**config.mk**
```make
export PLATFORM = sky130hd
export DESIGN_NAME = ps2_keycode_rx
export DESIGN_NICKNAME = d
export VERILOG_FILES = /design/src/rtl/ps2_keycode_rx.sv
export SDC_FILE = /design/constraint.sdc
export NUM_CORES = 1
export LEC_CHECK = 0
export ABC_AREA = 1
export CAP_MARGIN = 20
export CORE_UTILIZATION = 40
export CTS_BUF_LIST = sky130_fd_sc_hd__clkbuf_16
export DETAILED_ROUTE_END_ITERATION = 12
export PLACE_DENSITY_LB_ADDON = 0.15
export SLEW_MARGIN = 20
export SYNTH_ARGS = -nofsm -noshare
export SYNTH_HDL_FRONTEND = slang
export SYNTH_SLANG_ARGS = --single-unit
```
**constraint.sdc**
```tcl
create_clock -name clk_50m -period 2.7 [get_ports clk_50m]
set_input_delay 0.54 -clock clk_50m [delete_from_list [all_inputs] [get_ports clk_50m]]
set_output_delay 0.54 -clock clk_50m [all_outputs]
set_load 0.02 [all_outputs]
```
**src/rtl/ps2_keycode_rx.sv**
```systemverilog
// PS/2 keyboard receiver: conditions the raw PS/2 lines, deserialises 11-bit frames and
// turns make codes into a keyCode/dataReady strobe with E0/F0 prefix handling.
module ps2_keycode_rx #(
    parameter int unsigned FILTER_LEN     = 8,
    parameter int unsigned TIMEOUT_CYCLES = 100000,
    parameter int unsigned KEY_WIDTH      = 8
) (
    input  logic                 clk_50m,
    input  logic                 rst_n,
    input  logic                 ps2_clk,
    input  logic                 ps2_data,
    output logic [KEY_WIDTH-1:0] keyCode,
    output logic                 dataReady,
    output logic                 keyExt,
    output logic                 frameErr
);

    localparam int unsigned FCW = $clog2(FILTER_LEN + 1);
    localparam int unsigned TCW = $clog2(TIMEOUT_CYCLES + 1);

    typedef enum logic [1:0] {StIdle, StData, StParity, StStop} state_e;

    logic [1:0]     clk_sync_q, data_sync_q;
    logic           clk_s, data_s;
    logic           clk_filt_q, clk_filt_prev_q;
    logic [FCW-1:0] filt_cnt_q;
    logic           fall;

    state_e         state_q, state_d;
    logic [7:0]     shift_q, shift_d;
    logic [2:0]     bit_cnt_q, bit_cnt_d;
    logic           parity_q, parity_d;
    logic [TCW-1:0] tmo_q, tmo_d;
    logic           brk_q, brk_d;
    logic           ext_pend_q, ext_pend_d;
    logic [KEY_WIDTH-1:0] key_q, key_d;
    logic           key_ext_q, key_ext_d;
    logic           ready_q, ready_d;
    logic           err_q, err_d;
    logic           timeout;

    // Lines idle high, so the synchronisers and filter start at 1 to avoid a false edge.
    always_ff @(posedge clk_50m or negedge rst_n) begin
        if (!rst_n) begin
            clk_sync_q      <= 2'b11;
            data_sync_q     <= 2'b11;
            clk_filt_q      <= 1'b1;
            clk_filt_prev_q <= 1'b1;
            filt_cnt_q      <= '0;
        end else begin
            clk_sync_q      <= {clk_sync_q[0], ps2_clk};
            data_sync_q     <= {data_sync_q[0], ps2_data};
            clk_filt_prev_q <= clk_filt_q;
            if (clk_s != clk_filt_q) begin
                if (filt_cnt_q == FCW'(FILTER_LEN - 1)) begin
                    clk_filt_q <= clk_s;
                    filt_cnt_q <= '0;
                end else begin
                    filt_cnt_q <= filt_cnt_q + FCW'(1);
                end
            end else begin
                filt_cnt_q <= '0;
            end
        end
    end

    assign clk_s  = clk_sync_q[1];
    assign data_s = data_sync_q[1];
    assign fall   = clk_filt_prev_q & ~clk_filt_q;

    always_ff @(posedge clk_50m or negedge rst_n) begin
        if (!rst_n) begin
            state_q    <= StIdle;
            shift_q    <= '0;
            bit_cnt_q  <= '0;
            parity_q   <= 1'b0;
            tmo_q      <= '0;
            brk_q      <= 1'b0;
            ext_pend_q <= 1'b0;
            key_q      <= '0;
            key_ext_q  <= 1'b0;
            ready_q    <= 1'b0;
            err_q      <= 1'b0;
        end else begin
            state_q    <= state_d;
            shift_q    <= shift_d;
            bit_cnt_q  <= bit_cnt_d;
            parity_q   <= parity_d;
            tmo_q      <= tmo_d;
            brk_q      <= brk_d;
            ext_pend_q <= ext_pend_d;
            key_q      <= key_d;
            key_ext_q  <= key_ext_d;
            ready_q    <= ready_d;
            err_q      <= err_d;
        end
    end

    // A fall always wins over the timeout, so a frame edge on the last count is still taken.
    assign timeout = (state_q != StIdle) && !fall && (tmo_q == TCW'(TIMEOUT_CYCLES - 1));

    always_comb begin
        state_d    = state_q;
        shift_d    = shift_q;
        bit_cnt_d  = bit_cnt_q;
        parity_d   = parity_q;
        brk_d      = brk_q;
        ext_pend_d = ext_pend_q;
        key_d      = key_q;
        key_ext_d  = key_ext_q;
        ready_d    = 1'b0;
        err_d      = 1'b0;
        tmo_d      = (state_q == StIdle || fall) ? '0 : tmo_q + TCW'(1);

        case (state_q)
            StIdle: begin
                if (fall) begin
                    if (!data_s) begin
                        state_d   = StData;
                        bit_cnt_d = '0;
                    end else begin
                        err_d = 1'b1;
                    end
                end
            end
            StData: begin
                if (fall) begin
                    shift_d   = {data_s, shift_q[7:1]};
                    bit_cnt_d = bit_cnt_q + 3'd1;
                    if (bit_cnt_q == 3'd7) state_d = StParity;
                end
            end
            StParity: begin
                if (fall) begin
                    parity_d = data_s;
                    state_d  = StStop;
                end
            end
            StStop: begin
                if (fall) begin
                    state_d = StIdle;
                    if (data_s && (^{shift_q, parity_q})) begin
                        if (shift_q == 8'hE0) begin
                            ext_pend_d = 1'b1;
                        end else if (shift_q == 8'hF0) begin
                            brk_d = 1'b1;
                        end else if (brk_q) begin
                            brk_d      = 1'b0;
                            ext_pend_d = 1'b0;
                        end else begin
                            key_d      = KEY_WIDTH'(shift_q);
                            key_ext_d  = ext_pend_q;
                            ready_d    = 1'b1;
                            ext_pend_d = 1'b0;
                        end
                    end else begin
                        err_d = 1'b1;
                    end
                end
            end
            default: state_d = StIdle;
        endcase

        if (timeout) begin
            state_d    = StIdle;
            err_d      = 1'b1;
            brk_d      = 1'b0;
            ext_pend_d = 1'b0;
            tmo_d      = '0;
        end
    end

    assign keyCode   = key_q;
    assign keyExt    = key_ext_q;
    assign dataReady = ready_q;
    assign frameErr  = err_q;

endmodule

```
; ---- Word level (Yosys, flattened, before mapping)
; Cells that the tools add are included.
[op_classes]
addsub = 3
muxes = 40
n_eq_ne = 20
bitwise = 5
reduce_logical = 20
[op_table]
columns = operator, count
row1 = $mux 17, 2
row2 = $mux 1, 23
row3 = $ne 3x3->1 const B, 7
row4 = $add 17x1->17 const B, 1
row5 = $eq 17x17->1 const B, 1
row6 = $eq 8x8->1 const B, 2
row7 = $mux 2, 7
row8 = $reduce_and 4->1, 3
row9 = $reduce_and 6->1, 2
row10 = $reduce_bool 2->1, 5
row11 = $mux 3, 3
row12 = $reduce_xor 9->1, 1
row13 = $mux 4, 2
row14 = $ne 2x2->1 const B, 4
row15 = $pmux 2 s4, 1
row16 = $pmux 3 s2, 1
row17 = $reduce_and 2->1, 3
row18 = $add 4x1->4 const B, 1
row19 = $eq 2x2->1 const B, 2
row20 = $eq 4x3->1 const B, 1
row21 = $not 1->1, 4
row22 = $add 3x1->3 const B, 1
row23 = $eq 3x3->1 const B, 1
row24 = $logic_and 1x1->1, 3
row25 = other kinds (7), 7
[word_totals]
in_bits = 4
out_inout_bits = 11
word_cells = 104
register_bits = 54

; ---- Longest topological paths before layout
[logic_depth]
word_depth = 7
ltp_mapped = 13
depth_no_buf = 13

; ---- Least setup slack after synthesis
; Ideal clock, no wire load.
[synth_timing]
path_type = register to register
from = register clk_filt_prev_q
to = register key_q[0], in the netlist keyCode[0]
stages_incl_launch_ff = 9
path_buffers = 0
setup_ps = 117
t_arrival_ps = 1589
t_required_ps = 2583
synth_period_minus_slack_ps = 1706
path_slack_ps = 994
path_cell_list = dfstp_2 inv_1 nor2_4 inv_4 or2_4 nor3_4 nand2_4 nand2_1 nand2_1
[synth_via]
elab_chain_len = 2
[synth_rtl]
columns = element, line_no
row1 = start: declaration, 25  ; logic clk_filt_q, clk_filt_prev_q;
row2 = start signal: assignment, 53  ; clk_filt_prev_q <= clk_filt_q;
row3 = $and 1x1->1, 69  ; assign fall = clk_filt_prev_q & ~clk_filt_q;
row4 = $reduce_and 6->1 (no source line), n/a
row5 = end signal: assignment, 92  ; key_q <= key_d;
row6 = end: declaration, 36  ; logic [KEY_WIDTH-1:0] key_q, key_d;
; Every way passes these cells.
; A chain may end at the register's enable or synchronous reset.

; ---- Worst setup path after layout
[layout_timing]
from = register clk_filt_prev_q
to = register key_q[4], in the netlist keyCode[4]
; The elaborated chain is that of the path after synthesis.

==> impl_metrics.env <==
export IMPL_status="finished clean"
export IMPL_netlist_instances=315
export IMPL_dr_pass1_iters=4
export IMPL_slowest_stage="dfstp_2"
export IMPL_fp_dieH_um=84.0
export IMPL_wl_per_cell_um=11.4
export IMPL_crit_path_frequent_cell="nand2_1"
export IMPL_synth_xor_area_share_pct=2.61
export IMPL_rows=29
export IMPL_via_per_inst=4.83
export IMPL_grtUsageTotal_pct=15.3
export IMPL_hold_path_class="register to register"
export IMPL_post_dp_hpwl_um=3390
export IMPL_drtIter0Drc=89
export IMPL_diodes=0
export IMPL_fin_crit_sh_pct=71.0
export IMPL_clock_root_buffer="clkbuf_16"
export IMPL_die_width_um=84.0
export IMPL_floorplan_die_area_sq_um=7050
export IMPL_worst_path_buf_inv=2
export IMPL_final_fill_count=642
export IMPL_syn_area_per_cell_sq_um=8.53
export IMPL_gp_congestion=0.820
export IMPL_cp_data_arrival_time_ns=2.10
export IMPL_finClkSkew_ns=0.00541
export IMPL_cts_tree="built"
export IMPL_cpPeakStageDelay_ns=0.51
export IMPL_tightest_slew_ns=0.667
export IMPL_synth_simple_area_share_pct=28.2
export IMPL_synth_seq_cells=54
export IMPL_syn_to_final_growth_pct=13.6
export IMPL_rsz0062_at_grt="no"
export IMPL_fmax_mhz=522
export IMPL_synthAdderAreaFrac_pct=3.73
export IMPL_period_minus_slack_ns=1.92
export IMPL_antenna_found_initial=0
export IMPL_cts_max_path_buffers=2
export IMPL_placed_cells_incl_taps=404
export IMPL_tns_ns=0
export IMPL_layout_drive_gt1_share_pct=9.25
export IMPL_p_per_area_nw_per_um2=749
export IMPL_grt_max_degree=55
export IMPL_max_cap_violations=0
export IMPL_r2r_setup_slack_ns=0.78
export IMPL_clk_pin_slew_ns=0.07
export IMPL_synth_warnings=0
export IMPL_antenna_left=0
export IMPL_power_w=0.00229
export IMPL_grt_pass1_wl_um=8690
export IMPL_htreeDepth=2
export IMPL_muxShareOfSynthArea_pct=0.419
export IMPL_final_cells=412
export IMPL_setup_viol=0
export IMPL_synth_compound_area_share_pct=7.73
export IMPL_clkLatencyLatePin_ns=0.29
export IMPL_ys_seq_area_share_pct=50.6
export IMPL_path_max_fanout=10
export IMPL_grt_pass1_vias=1917
export IMPL_vdd_drop_max_uv=311
export IMPL_start_util_pct=41.8
export IMPL_critPathLaunch="clk_filt_prev_q"
export IMPL_path_cells="inv_1 > nor2_4 > inv_4 > or2_4 > nor3_4 > nand2_4 > nand2_1 > nand2_1"
export IMPL_leakage_nw=1.44
export IMPL_relSlewSlack_pct=55.5
export IMPL_io_buffers=14
export IMPL_route_detailed_drc=0
export IMPL_synth_net_count=327
export IMPL_syn_cell_area_sq_um=2690
export IMPL_end_kind="register"
export IMPL_cts_sinks=54
export IMPL_cpLargestDelayFamily="simple AND/OR/NAND/NOR gates"
export IMPL_ys_types=33
export IMPL_vias=1992
export IMPL_grt_overflow_total=0
export IMPL_crit_required_ns=2.88
export IMPL_crit_type="register to register"
export IMPL_hold_buffers=0
export IMPL_hold_start="data_sync_q[0]"
export IMPL_maxSlewViolCount=0
export IMPL_worstReg2RegStart="clk_filt_prev_q"
export IMPL_wl_um=4680
export IMPL_hold_viol=0
export IMPL_core_sq_um=6420
export IMPL_post_cts_resized=0
export IMPL_synth_top_family_by_area="simple AND/OR/NAND/NOR gates"
export IMPL_ioPinCount=15
export IMPL_numCtsBuffers=5
export IMPL_start_kind="register"
export IMPL_cts_setup_buffers=0
export IMPL_nNetsFinal=346
## final timing paths
path                            depth (start not counted)              to
worst max-delay path                                    8      keyCode[4]
min in group asynchronous                               2   filt_cnt_q[1]
max in group asynchronous                               2    bit_cnt_q[2]
worst min register to register                          0  data_sync_q[1]
worst max register to register                          8      keyCode[4]
worst min-delay path                                    0  data_sync_q[1]
## cell families (layout without fill, tap and decap cells)
kind of cell               after synthesis  count (layout)
AOI/OAI and AO/OA                       38              38
xor gates and xnor gates                 8               8
adders and majority gates                8               8
buffers and inverters                   45              65
DFF                                     54              54
muxes                                    1               1
and+or+nand+nor                        161             161
## layer usage
metal / vias to the layer above / wire length (um) / share of wire, % / global-route usage, %
met5: - / 0 / 0 / 0
met4: 0 / 29 / 0.62 / 4.70
met3: 2 / 152 / 3.2 / 2.97
met2: 30 / 2010 / 43 / 23.5
met1: 904 / 2490 / 53 / 21.9
li1: 1056 / - / - / -
## where the power goes
group | switching, W | total [W] | leakage (nW) | internal, W
registers | 0.0000929 | 0.00101 | 0.723 | 0.000920
clock network | 0.000285 | 0.000628 | 0.0698 | 0.000344
logic | 0.000410 | 0.000645 | 0.652 | 0.000235
## final cells by class
| cell class | instances | area, sq um | area share (%) |
|---|---|---|---|
| repair buffers | 15 | 143 | 4.67 |
| well taps | 77 | 96.3 | 3.16 |
| multi-input cells | 216 | 1150 | 37.6 |
| clock buffers | 5 | 125 | 4.10 |
| inverters | 42 | 160 | 5.25 |
| flip-flops and latches | 54 | 1360 | 44.5 |
| clock inverters | 3 | 21.3 | 0.697 |
## state kept, by name, summed over array words and instances, names as in the netlist, 2 cells and up
register and flops:
filt_cnt_q 4, clk_sync_q 2, keyCode 8, shift_q 8, bit_cnt_q 3, tmo_q 17, state_q 2, data_sync_q 2
## synth_stat cells (all sizes together)
library cell  count  area share [%]
a211oi            2            0.56
a21oi             7             1.3
a31oi             2            0.47
a32o              1            0.37
buf               1            0.42
clkbuf            2            0.33
dfrtp            48              45
dfstp             6             5.9
ha                8             3.7
inv              42             6.0
mux2              1            0.42
nand2            85              12
nand3            22             4.5
nand4             8             1.9
nor2             35             5.5
nor3              7             1.7
nor3b             1            0.47
nor4              2             1.6
o211ai            2            0.56
o21ai            24             4.5
or2               1            0.33
xnor2             3            0.98
xor2              5             1.6
## worst reg2reg max path: cells and delay by family, from the launching register on
family                 cells  cell delay, ns
buffers and inverters      2            0.13
flip-flops                 1            0.51
AND/OR/NAND/NOR            6            1.17
## cell usage in the layout, fill, tap and decap left out, types with 6 or more instances in the layout
cell type        Yosys  routed
o21ai_0             23      23
nand2_1             83      83
clkdlybuf4s50_1      0      13
dfrtp_1             48      48
dfstp_2              6       6
inv_1               40      40
nand4_1              8       8
a21oi_1              7       7
nand3_1             20      20
nor3_1               6       6
ha_1                 8       8
nor2_1              32      32
## through the flow
step | hold WS [ns] | worst slack (ns) | utilization (%) | area, sq um
CTS | 0.357 | 0.761 | 47.5 | 3050
floorplan | 0.244 | 0.994 | - | 2690
finish | 0.356 | 0.783 | 47.5 | 3050
global placement | 0.346 | 0.785 | 45.2 | 2910
detailed placement | 0.347 | 0.772 | 45.2 | 2910
global route | 0.365 | 0.578 | 47.5 | 3050
No activity file was read; power rests on OpenSTA's default activity.
